==> src/rtl/uart_rx_device.sv <==
// uart_rx_device: memory-mapped 8N1 UART receiver with a byte FIFO and a level interrupt.
//
// Ports:
//   clk_sys_i, rst_sys_ni  system clock, asynchronous active-low reset
//   device_req_i           single-cycle bus request, always accepted
//   device_addr_i          byte address, only [3:2] decoded
//   device_we_i            write enable
//   device_be_i            byte enables (only [0] used)
//   device_wdata_i         write data
//   device_rvalid_o        response valid, one cycle after every request
//   device_rdata_o         registered read data, 0 for writes and idle cycles
//   uart_rx_i              asynchronous serial input, idles high
//   rx_irq_o               level interrupt: irq_en & (not-empty | overflow | frame_err)
//
// Registers (addr[3:2]): 0 RXDATA (read pops), 1 STATUS (W1C flags), 2 CTRL (irq_en), 3 reserved.
module uart_rx_device #(
  parameter int unsigned ClockFrequency = 50_000_000,
  parameter int unsigned BaudRate       = 115_200,
  parameter int unsigned FifoDepth      = 16
) (
  input  logic        clk_sys_i,
  input  logic        rst_sys_ni,
  input  logic        device_req_i,
  input  logic [31:0] device_addr_i,
  input  logic        device_we_i,
  input  logic [3:0]  device_be_i,
  input  logic [31:0] device_wdata_i,
  output logic        device_rvalid_o,
  output logic [31:0] device_rdata_o,
  input  logic        uart_rx_i,
  output logic        rx_irq_o
);

  localparam int unsigned Cpb     = ClockFrequency / BaudRate;
  localparam int unsigned HalfCpb = Cpb / 2;
  localparam int unsigned CntW    = $clog2(Cpb);
  localparam int unsigned PtrW    = $clog2(FifoDepth);
  localparam int unsigned CountW  = PtrW + 1;

  // Counter counts down to zero; the sample happens on the zero cycle.
  localparam logic [CntW-1:0]   HalfLoad = CntW'(HalfCpb - 1);
  localparam logic [CntW-1:0]   FullLoad = CntW'(Cpb - 1);
  localparam logic [CountW-1:0] DepthVal = CountW'(FifoDepth);

  typedef enum logic [1:0] {StIdle, StStart, StData, StStop} rx_state_e;

  logic                rx_meta_q, rx_s_q;
  rx_state_e           state_q, state_d;
  logic [CntW-1:0]     cnt_q, cnt_d;
  logic [7:0]          shift_q, shift_d;
  logic [2:0]          bit_q, bit_d;
  logic [7:0]          mem_q [FifoDepth];
  logic [PtrW-1:0]     wptr_q, wptr_d, rptr_q, rptr_d;
  logic [CountW-1:0]   count_q, count_d;
  logic                ovf_q, ovf_d, ferr_q, ferr_d;
  logic                irq_en_q, irq_en_d, irq_q, irq_d;
  logic                rvalid_q;
  logic [31:0]         rdata_q, rdata_d;

  logic       push, pop, set_ovf, set_ferr, full, not_empty, rd, wr;
  logic [1:0] reg_sel;
  logic [31:0] status;

  logic unused_bits;
  assign unused_bits = ^{device_addr_i[31:4], device_addr_i[1:0], device_be_i[3:1],
                         device_wdata_i[31:4], device_wdata_i[1]};

  always_comb begin
    state_d  = state_q;
    cnt_d    = cnt_q;
    shift_d  = shift_q;
    bit_d    = bit_q;
    push     = 1'b0;
    set_ovf  = 1'b0;
    set_ferr = 1'b0;

    full      = (count_q == DepthVal);
    not_empty = (count_q != '0);

    unique case (state_q)
      StIdle: begin
        if (!rx_s_q) begin
          state_d = StStart;
          cnt_d   = HalfLoad;
        end
      end
      StStart: begin
        if (cnt_q == '0) begin
          if (!rx_s_q) begin
            state_d = StData;
            cnt_d   = FullLoad;
            bit_d   = 3'd0;
          end else begin
            state_d = StIdle;  // glitch: no flags
          end
        end else begin
          cnt_d = cnt_q - CntW'(1);
        end
      end
      StData: begin
        if (cnt_q == '0) begin
          shift_d = {rx_s_q, shift_q[7:1]};  // LSB arrives first
          cnt_d   = FullLoad;
          bit_d   = bit_q + 3'd1;
          if (bit_q == 3'd7) state_d = StStop;
        end else begin
          cnt_d = cnt_q - CntW'(1);
        end
      end
      StStop: begin
        if (cnt_q == '0) begin
          state_d = StIdle;
          if (rx_s_q) begin
            if (full) set_ovf = 1'b1;
            else      push    = 1'b1;
          end else begin
            set_ferr = 1'b1;
          end
        end else begin
          cnt_d = cnt_q - CntW'(1);
        end
      end
      default: state_d = StIdle;
    endcase

    reg_sel = device_addr_i[3:2];
    rd      = device_req_i & ~device_we_i;
    wr      = device_req_i & device_we_i;
    pop     = rd & (reg_sel == 2'd0) & not_empty;

    wptr_d  = push ? wptr_q + PtrW'(1) : wptr_q;
    rptr_d  = pop  ? rptr_q + PtrW'(1) : rptr_q;
    count_d = count_q;
    if (push && !pop)      count_d = count_q + CountW'(1);
    else if (pop && !push) count_d = count_q - CountW'(1);

    // A set in the same cycle as a write-1-clear wins.
    ovf_d  = set_ovf  | (ovf_q  & ~(wr & (reg_sel == 2'd1) & device_be_i[0] & device_wdata_i[2]));
    ferr_d = set_ferr | (ferr_q & ~(wr & (reg_sel == 2'd1) & device_be_i[0] & device_wdata_i[3]));

    irq_en_d = irq_en_q;
    if (wr && (reg_sel == 2'd2) && device_be_i[0]) irq_en_d = device_wdata_i[0];

    irq_d = irq_en_q & (not_empty | ovf_q | ferr_q);

    status  = {16'd0, 8'(count_q), 4'd0, ferr_q, ovf_q, full, not_empty};
    rdata_d = '0;
    if (rd) begin
      unique case (reg_sel)
        2'd0:    rdata_d = not_empty ? {24'd0, mem_q[rptr_q]} : 32'd0;
        2'd1:    rdata_d = status;
        2'd2:    rdata_d = {31'd0, irq_en_q};
        default: rdata_d = '0;
      endcase
    end
  end

  always_ff @(posedge clk_sys_i or negedge rst_sys_ni) begin
    if (!rst_sys_ni) begin
      rx_meta_q <= 1'b1;
      rx_s_q    <= 1'b1;
      state_q   <= StIdle;
      cnt_q     <= '0;
      shift_q   <= '0;
      bit_q     <= '0;
      for (int i = 0; i < FifoDepth; i++) mem_q[i] <= '0;
      wptr_q    <= '0;
      rptr_q    <= '0;
      count_q   <= '0;
      ovf_q     <= 1'b0;
      ferr_q    <= 1'b0;
      irq_en_q  <= 1'b0;
      irq_q     <= 1'b0;
      rvalid_q  <= 1'b0;
      rdata_q   <= '0;
    end else begin
      rx_meta_q <= uart_rx_i;
      rx_s_q    <= rx_meta_q;
      state_q   <= state_d;
      cnt_q     <= cnt_d;
      shift_q   <= shift_d;
      bit_q     <= bit_d;
      if (push) mem_q[wptr_q] <= shift_q;
      wptr_q    <= wptr_d;
      rptr_q    <= rptr_d;
      count_q   <= count_d;
      ovf_q     <= ovf_d;
      ferr_q    <= ferr_d;
      irq_en_q  <= irq_en_d;
      irq_q     <= irq_d;
      rvalid_q  <= device_req_i;
      rdata_q   <= rdata_d;
    end
  end

  assign device_rvalid_o = rvalid_q;
  assign device_rdata_o  = rdata_q;
  assign rx_irq_o        = irq_q;

endmodule

==> config.mk <==
export PLATFORM = sky130hd
export DESIGN_NAME = uart_rx_device
export DESIGN_NICKNAME = d
export VERILOG_FILES = /design/src/rtl/uart_rx_device.sv
export SDC_FILE = /design/constraint.sdc
export NUM_CORES = 1
export LEC_CHECK = 0
export ABC_AREA = 1
export CAP_MARGIN = 20
export CORE_MARGIN = 2
export CORE_UTILIZATION = 50
export CTS_BUF_LIST = sky130_fd_sc_hd__clkbuf_4
export CTS_CLUSTER_SIZE = 16
export DETAILED_ROUTE_END_ITERATION = 16
export GPL_TIMING_DRIVEN = 0
export PLACE_DENSITY = 0.81
export SKIP_CTS_REPAIR_TIMING = 1
export SYNTH_ARGS = -nofsm -noshare
export SYNTH_HDL_FRONTEND = slang
export SYNTH_SLANG_ARGS = --single-unit
==> constraint.sdc <==
create_clock -name clk_sys_i -period 3.2 [get_ports clk_sys_i]
set_input_delay 0.8 -clock clk_sys_i [delete_from_list [all_inputs] [get_ports clk_sys_i]]
set_output_delay 0.8 -clock clk_sys_i [all_outputs]
set_load 0.05 [all_outputs]
==> impl_metrics.tcl <==
set metrics [dict create \
    num_io_pins 107 \
    wl_per_cell_um 17.3 \
    yosysWarnings 0 \
    die-area_sq_um 18700 \
    grt_pass1_wl_mm 36.1 \
    synth_cells 1033 \
    synth_ff_type "dfrtp_1" \
    synthTopCellsByCount "239 x nand2_1, 181 x dfrtp_1, 156 x o21ai_0" \
    period_needed_ns 2.86 \
    clk_path_buf_depth 2 \
    synth_most_common_cell "nand2_1" \
    power_density_nw_per_um2 599 \
    start_kind "primary input" \
    ys_types 35 \
    hp-class "primary input to async pin" \
    drtPass1Iterations 6 \
    leakage_nw 4.57 \
    critPathMaxStageDelay_ns 0.48 \
    max-slew-margin-rel_pct 43.5 \
    grt_pass1_vias 6723 \
    timing.rr.start "cnt_q[0]$_DFFE_PN0P_" \
    drt_iter0_drc 883 \
    cts.clk_slew.worst_paths_ns 0.14 \
    syn_to_final_growth_pct 10.7 \
    cts_tree "yes" \
    async_reset_ff_share_pct 100 \
    cp-endpoint "count_q[4]$_DFFE_PN0P_" \
    switching_share_pct 39.7 \
    post_layout_nonfiller_instances 1334 \
    dp_hpwl_mm 15.9 \
    drc 0 \
    reg2reg_slack_ns 0.37 \
    path_cells "clkdlybuf4s50_1 > inv_1 > nor2_1 > inv_1 > nor3_1 > nand2_1 > ha_1 > fa_1 > inv_1 > nand2_1 > a21oi_1 > nor2_1 > nand2_1 > nand3_1 > xor2_1" \
    synth.top_cell.area_share_pct 51.4 \
    vias_per_cell 5.56 \
    ant_nets 0 \
    p_clk_share_pct 23.8 \
    r2r_cells 17 \
    drive_gt1_share_pct 9.47 \
    p_sw_mw 2.32 \
    netlist_area_sq_um 8820 \
    worst_slew_pin_slew_ns 0.848 \
    core_sq_um 17300 \
    met3_usage_pct 6.78 \
    maxSlewViolCount 0 \
    yosysTopAreaCell "dfrtp_1" \
    final_nets 1189 \
    slowest_stage "clkdlybuf4s50_1" \
    netlist_top_cells_area "dfrtp_1 51%, nand2_1 10%, o21ai_0 8.9%" \
    grt_util_met1_pct 36.3 \
    grt.total_usage_pct 25.7 \
    seq_power_share_pct 42.0 \
    fmax_mhz 350 \
    cts_buffers 17 \
    antenna_found_initial 0 \
    rsz0062_at_grt "false" \
    pre_cts_slack_ns -0.258 \
    final-setup-viol-count 0 \
    vias 7422 \
    grt_use_met2_pct 37.8 \
    grt_overflow 0 \
    r2r-end "count_q[4]$_DFFE_PN0P_" \
    vdd_ir_drop_max_uv 407 \
    fp.dieH_um 137 \
    seq_area_frac_synth_pct 52.0 \
    cts_htree_levels 4 \
    grt_start_max_net_pins 117 \
    cp_max_fo 4 \
    fin_hold_ws_ns 0.123 \
    crit_start "device_req_i" \
    cts_root_buffer "clkbuf_4" \
    tns_ns 0 \
    insertion_delay_ns 0.62 \
    cp.arrival_ns 3.37 \
    path_class "primary input to flop" \
    postSynthAreaPerCell_sq_um 8.54 \
    internal_power_mw 3.52 \
    fin_crit_sh_pct 89.3 \
    endpoint_kind "flop" \
    rows 48 \
    dpl.cell_count 1302 \
    io_buffers 25 \
    die_w_um 137 \
    synth_seq_cells 183 \
    synth-edff-count 0 \
    cp_data_required_time_ns 3.71 \
    gp_congestion 0.965 \
    hold_viol 0 \
    drv_cap 0 \
    busiest_layer "met2" \
    wl_mm 23.1 \
    start_util_pct 51.0 \
    outcome "completed" \
    antennaDiodeCount 0 \
    clock_skew_ns 0.0191 \
    clock-sinks 183 \
    fin_ws_ns 0.343 \
    comb_power_share_pct 34.2 \
]
==> cell families (layout without fill, tap and decap cells) <==
family | Yosys count | after routing | synth area share (%)
compound gates | 261 | 261 | 16.0
xor+xnor | 14 | 14 | 1.39
fa+ha+maj | 20 | 20 | 2.92
buf+inv | 141 | 199 | 8.32
flops | 183 | 183 | 52.0
other cells | 1 | 19 | 0.0425
simple gates | 413 | 413 | 19.3
==> flip-flops by register name, summed over array words and instances, names as in the netlist, 3 cells and up, named ones only <==
name	cells
cnt_q	9
mem_q	128
device_rdata_o	13
shift_q	8
rptr_q	4
wptr_q	4
count_q	5
bit_q	3
==> critical path, delay by kind of cell <==
kind            cells  cell delay (ns)
xor+xnor            1             0.15
simple gates        7             0.83
compound gates      1             0.16
fa+ha+maj           2             0.69
buf+inv             4             0.72
==> per-stage QoR <==
stage | utilization [%] | instance area, sq um | power, mW
3_5_place_dp | 54.6 | 9450 | 4.41
3_3_place_gp | 54.4 | 9420 | 4.38
4_1_cts | 56.4 | 9750 | 5.78
6_report | 56.4 | 9760 | 5.84
5_1_grt | 56.4 | 9760 | 6.11
2_1_floorplan | - | 8880 | 3.78
==> final cells by class <==
class	count	area (sq um)
Multi-Input combinational cell	727	3580
Timing Repair Buffer	26	283
Inverter	71	267
Buffer	70	467
Fill cell	1539	7530
Clock inverter	15	175
Tap cell	225	282
Sequential cell	183	4580
Clock buffer	17	128
==> per-layer routing <==
metal | share of wire (%) | wire length [um]
met1 | 43 | 9990
met2 | 44 | 10200
met3 | 9.0 | 2070
met4 | 3.6 | 833
met5 | 0 | 0
==> worst min path at each step <==
stage                                        to  slack (ns)                 from
after floorplan                rx_s_q$_DFF_PN1_        0.35  rx_meta_q$_DFF_PN1_
after global placement         rx_s_q$_DFF_PN1_        0.35  rx_meta_q$_DFF_PN1_
after detailed placement       rx_s_q$_DFF_PN1_        0.35  rx_meta_q$_DFF_PN1_
after CTS                 mem_q[52]$_DFFE_PN0P_        0.12           rst_sys_ni
after global routing      mem_q[42]$_DFFE_PN0P_        0.14           rst_sys_ni
final                     mem_q[62]$_DFFE_PN0P_        0.12           rst_sys_ni
==> power by group through the flow <==
| stage | combinational (mW) | sequential [mW] | clock (mW) |
|---|---|---|---|
| CTS | 1.92 | 2.45 | 1.40 |
| finish | 2.00 | 2.45 | 1.39 |
| global route | 2.15 | 2.47 | 1.49 |
| detailed placement | 1.92 | 2.50 | 0 |
| floorplan | 1.24 | 2.54 | 0 |
| global placement | 1.88 | 2.50 | 0 |
==> cell usage in the layout (no fill, tap or decap), types with 6 or more instances in the layout <==
cell type / n
nand4_1: 6
nand2_1: 238
clkbuf_1: 33
o21ai_1: 40
a21oi_1: 16
dfrtp_1: 181
clkbuf_4: 17
nand3_1: 45
clkdlybuf4s50_1: 24
buf_4: 19
buf_6: 16
xor2_1: 11
inv_1: 67
o22ai_1: 27
o21ai_2: 16
nor2_1: 106
ha_1: 19
o21ai_0: 156
conb_1: 19
nand2_4: 7
Note: power is estimated with default switching activity, not from simulation.
==> RTL change, RTL diff (config.mk and constraints unchanged) <==
The output `device_rdata_o` loses its register stage (`rdata_q` becomes a continuous assignment).
--- a/src/rtl/uart_rx_device.sv
+++ b/src/rtl/uart_rx_device.sv
@@ -173,5 +173,4 @@
       irq_q     <= 1'b0;
       rvalid_q  <= 1'b0;
-      rdata_q   <= '0;
     end else begin
       rx_meta_q <= uart_rx_i;
@@ -190,7 +189,8 @@
       irq_q     <= irq_d;
       rvalid_q  <= device_req_i;
-      rdata_q   <= rdata_d;
     end
   end
+
+  assign rdata_q = rdata_d;
 
   assign device_rvalid_o = rvalid_q;
Check against the original RTL: not equivalent (a bounded check fails within 4 cycles, from zero or initial values and one cycle with rst_sys_ni low).
==> RTL change against the original RTL <==
The run now ends with negative setup slack left. Die area shrank 3.6%. Sequential share of layout area shrank 2.5 points. Worst setup slack lost 0.34 ns. Sequential power shrank 6%. Critical path depth shrank 6. Final area shrank 1.8%. Synthesized area shrank 3.7%. Total power shrank 1.4%. Fmax shrank 11%. Sequential cell count shrank 13. Routed wire length grew 3.1%. Critical path type is now flip-flop to output port. Highest routed layer unchanged.
==> RTL change: results (changes against the original RTL) <==
----------------------------------------------------
[Status]
  Run status ... complete, but fails checks
  Violations in the final reports ... negative setup slack

[Cells and area]
  Sequential fraction of total cell area ... 44.4% (-2.5 points)
  Final-layout clock-cell area share ... 2.87% (-0.23 points)
  Number of filler cells placed in the layout ... 1488 (-3.3%)
  Number of diodes added for antenna fixing ... 1 (+1)
  Fraction of final layout cells sized beyond drive strength 1 ... 14.8% (+5.4 points)
  Buffer share of cell area ... 8.90% (+1.2 points)
  Number of nets in the layout ... 1180 (-0.76%)
  Share of the final layout cell area in multi-input gates ... 37.9% (+1.3 points)
  Count of inverters other than clock inverters in the layout ... 72 (+1.4%)

[GRT]
  Global-route usage over all layers ... 27.4% (+1.7 points)
  Largest net degree at the start of global routing ... 111 (-5.1%)
  Vias in the first global route ... 7078 (+5.3%)
  Met1 GRT Util ... 38.1% (+1.8 points)
  Global-route wire length before repair ... 37600 um (+4.1%)
  Met2 Resource Use GR ... 41.3% (+3.5 points)
  Number of antenna violations at the first check in global routing ... 1 (+1)
  Met3 Track Usage GR ... 6.92% (+0.14 points)

[Timing]
  Setup violators final ... 1 (+1)
  Setup TNS after final layout ... -0.00145 ns (-0.00145 ns)
  Worst-margin pin slew ... 0.883 ns (+0.0357 ns)
  Final worst-path setup slack ... -0.00145 ns (-0.344 ns)
  Fin Clk Skew ... 0.0259 ns (+0.00680 ns)

[Synth]
  Post-synth top cells ... sky130_fd_sc_hd__nand2_1 (239), sky130_fd_sc_hd__dfrtp_1 (168), sky130_fd_sc_hd__o21ai_0 (156)
  Area share of fa/ha/maj cells after synthesis ... 3.04% (+0.11 points)
  Fraction of the yosys area taken by sequential cells ... 50.1% (-1.8 points)
  Number of storage elements in the synthesis netlist ... 170 (-7.1%)
  Area contributors post-synth ... sky130_fd_sc_hd__dfrtp_1 (50%), sky130_fd_sc_hd__nand2_1 (11%), sky130_fd_sc_hd__o21ai_0 (9.2%)
  Synth Area in Compound Gates ... 16.7% (+0.61 points)
  Portion of netlist area occupied by mux cells ... 0% (unchanged)

[Power]
  Net switching component of the power ... 2400 uW (+3.3%)
  Clk. pwr ... 1260 uW (-9%)
  Flop pwr share ... 40.1% (-1.9 points)
  Total power draw ... 5760 uW (-1.4%)
  Reported leakage power ... 0.00454 uW (-0.68%)
  Worst IR Drop VDD ... 351 uV (-14%)

[Drt]
  WL met2 ... 11000 um (+7.4%)
  Detailed-routing wirelength on met1 ... 10100 um (+1.0%)
  DRT iter0 DRCs ... 836 (-5.3%)
  Total length of routed wires ... 23800 um (+3.1%)
  Routed wl met3 ... 2030 um (-1.7%)

[Placed design]
  Detailed placement HPWL ... 16500 um (+3.5%)
  Routability congestion estimate from global placement ... 0.974 (+0.93%)
  Post-place setup slack ... -1.15 ns (-0.894 ns)

[Clocking]
  Total clock buffers created by CTS ... 17 (unchanged)

[Worst setup path]
  Cell at the slowest stage of the critical path ... sky130_fd_sc_hd__dfrtp_2

----------------------------------------------------
[RTL change: cell count changes in the layout (fill, tap and decap cells not counted), sizes merged]
cell	change
inv	+3
buf	+23
clkdlybuf4s50	-14
clkinv	-2
clkbuf	-6
dfrtp	-13
diode	+1
bufinv	-2
dlymetal6s2s	+2
[RTL change: final timing paths]
check	from	to	slack (ns)	cells past startpoint
max	rptr_q[1]	device_rdata_o[2]	-0.001	9
min	rst_sys_ni	mem_q[86]	0.1	1
max reg2reg	cnt_q[0]	count_q[4]	0.26	16
min reg2reg	rx_meta_q	rx_s_q	0.37	0
max in group asynchronous	rst_sys_ni	rptr_q[1]	2.15	2
min in group clk_sys_i	device_req_i	device_rvalid_o	0.35	1
[RTL change: metrics by stage]
stage / cells / instance area (um2)
finish: 1321 / 9580
detailed placement: 1284 / 9130
CTS: 1316 / 9410
floorplan: 1038 / 8570
global placement: 1283 / 9100
global route: 1321 / 9580
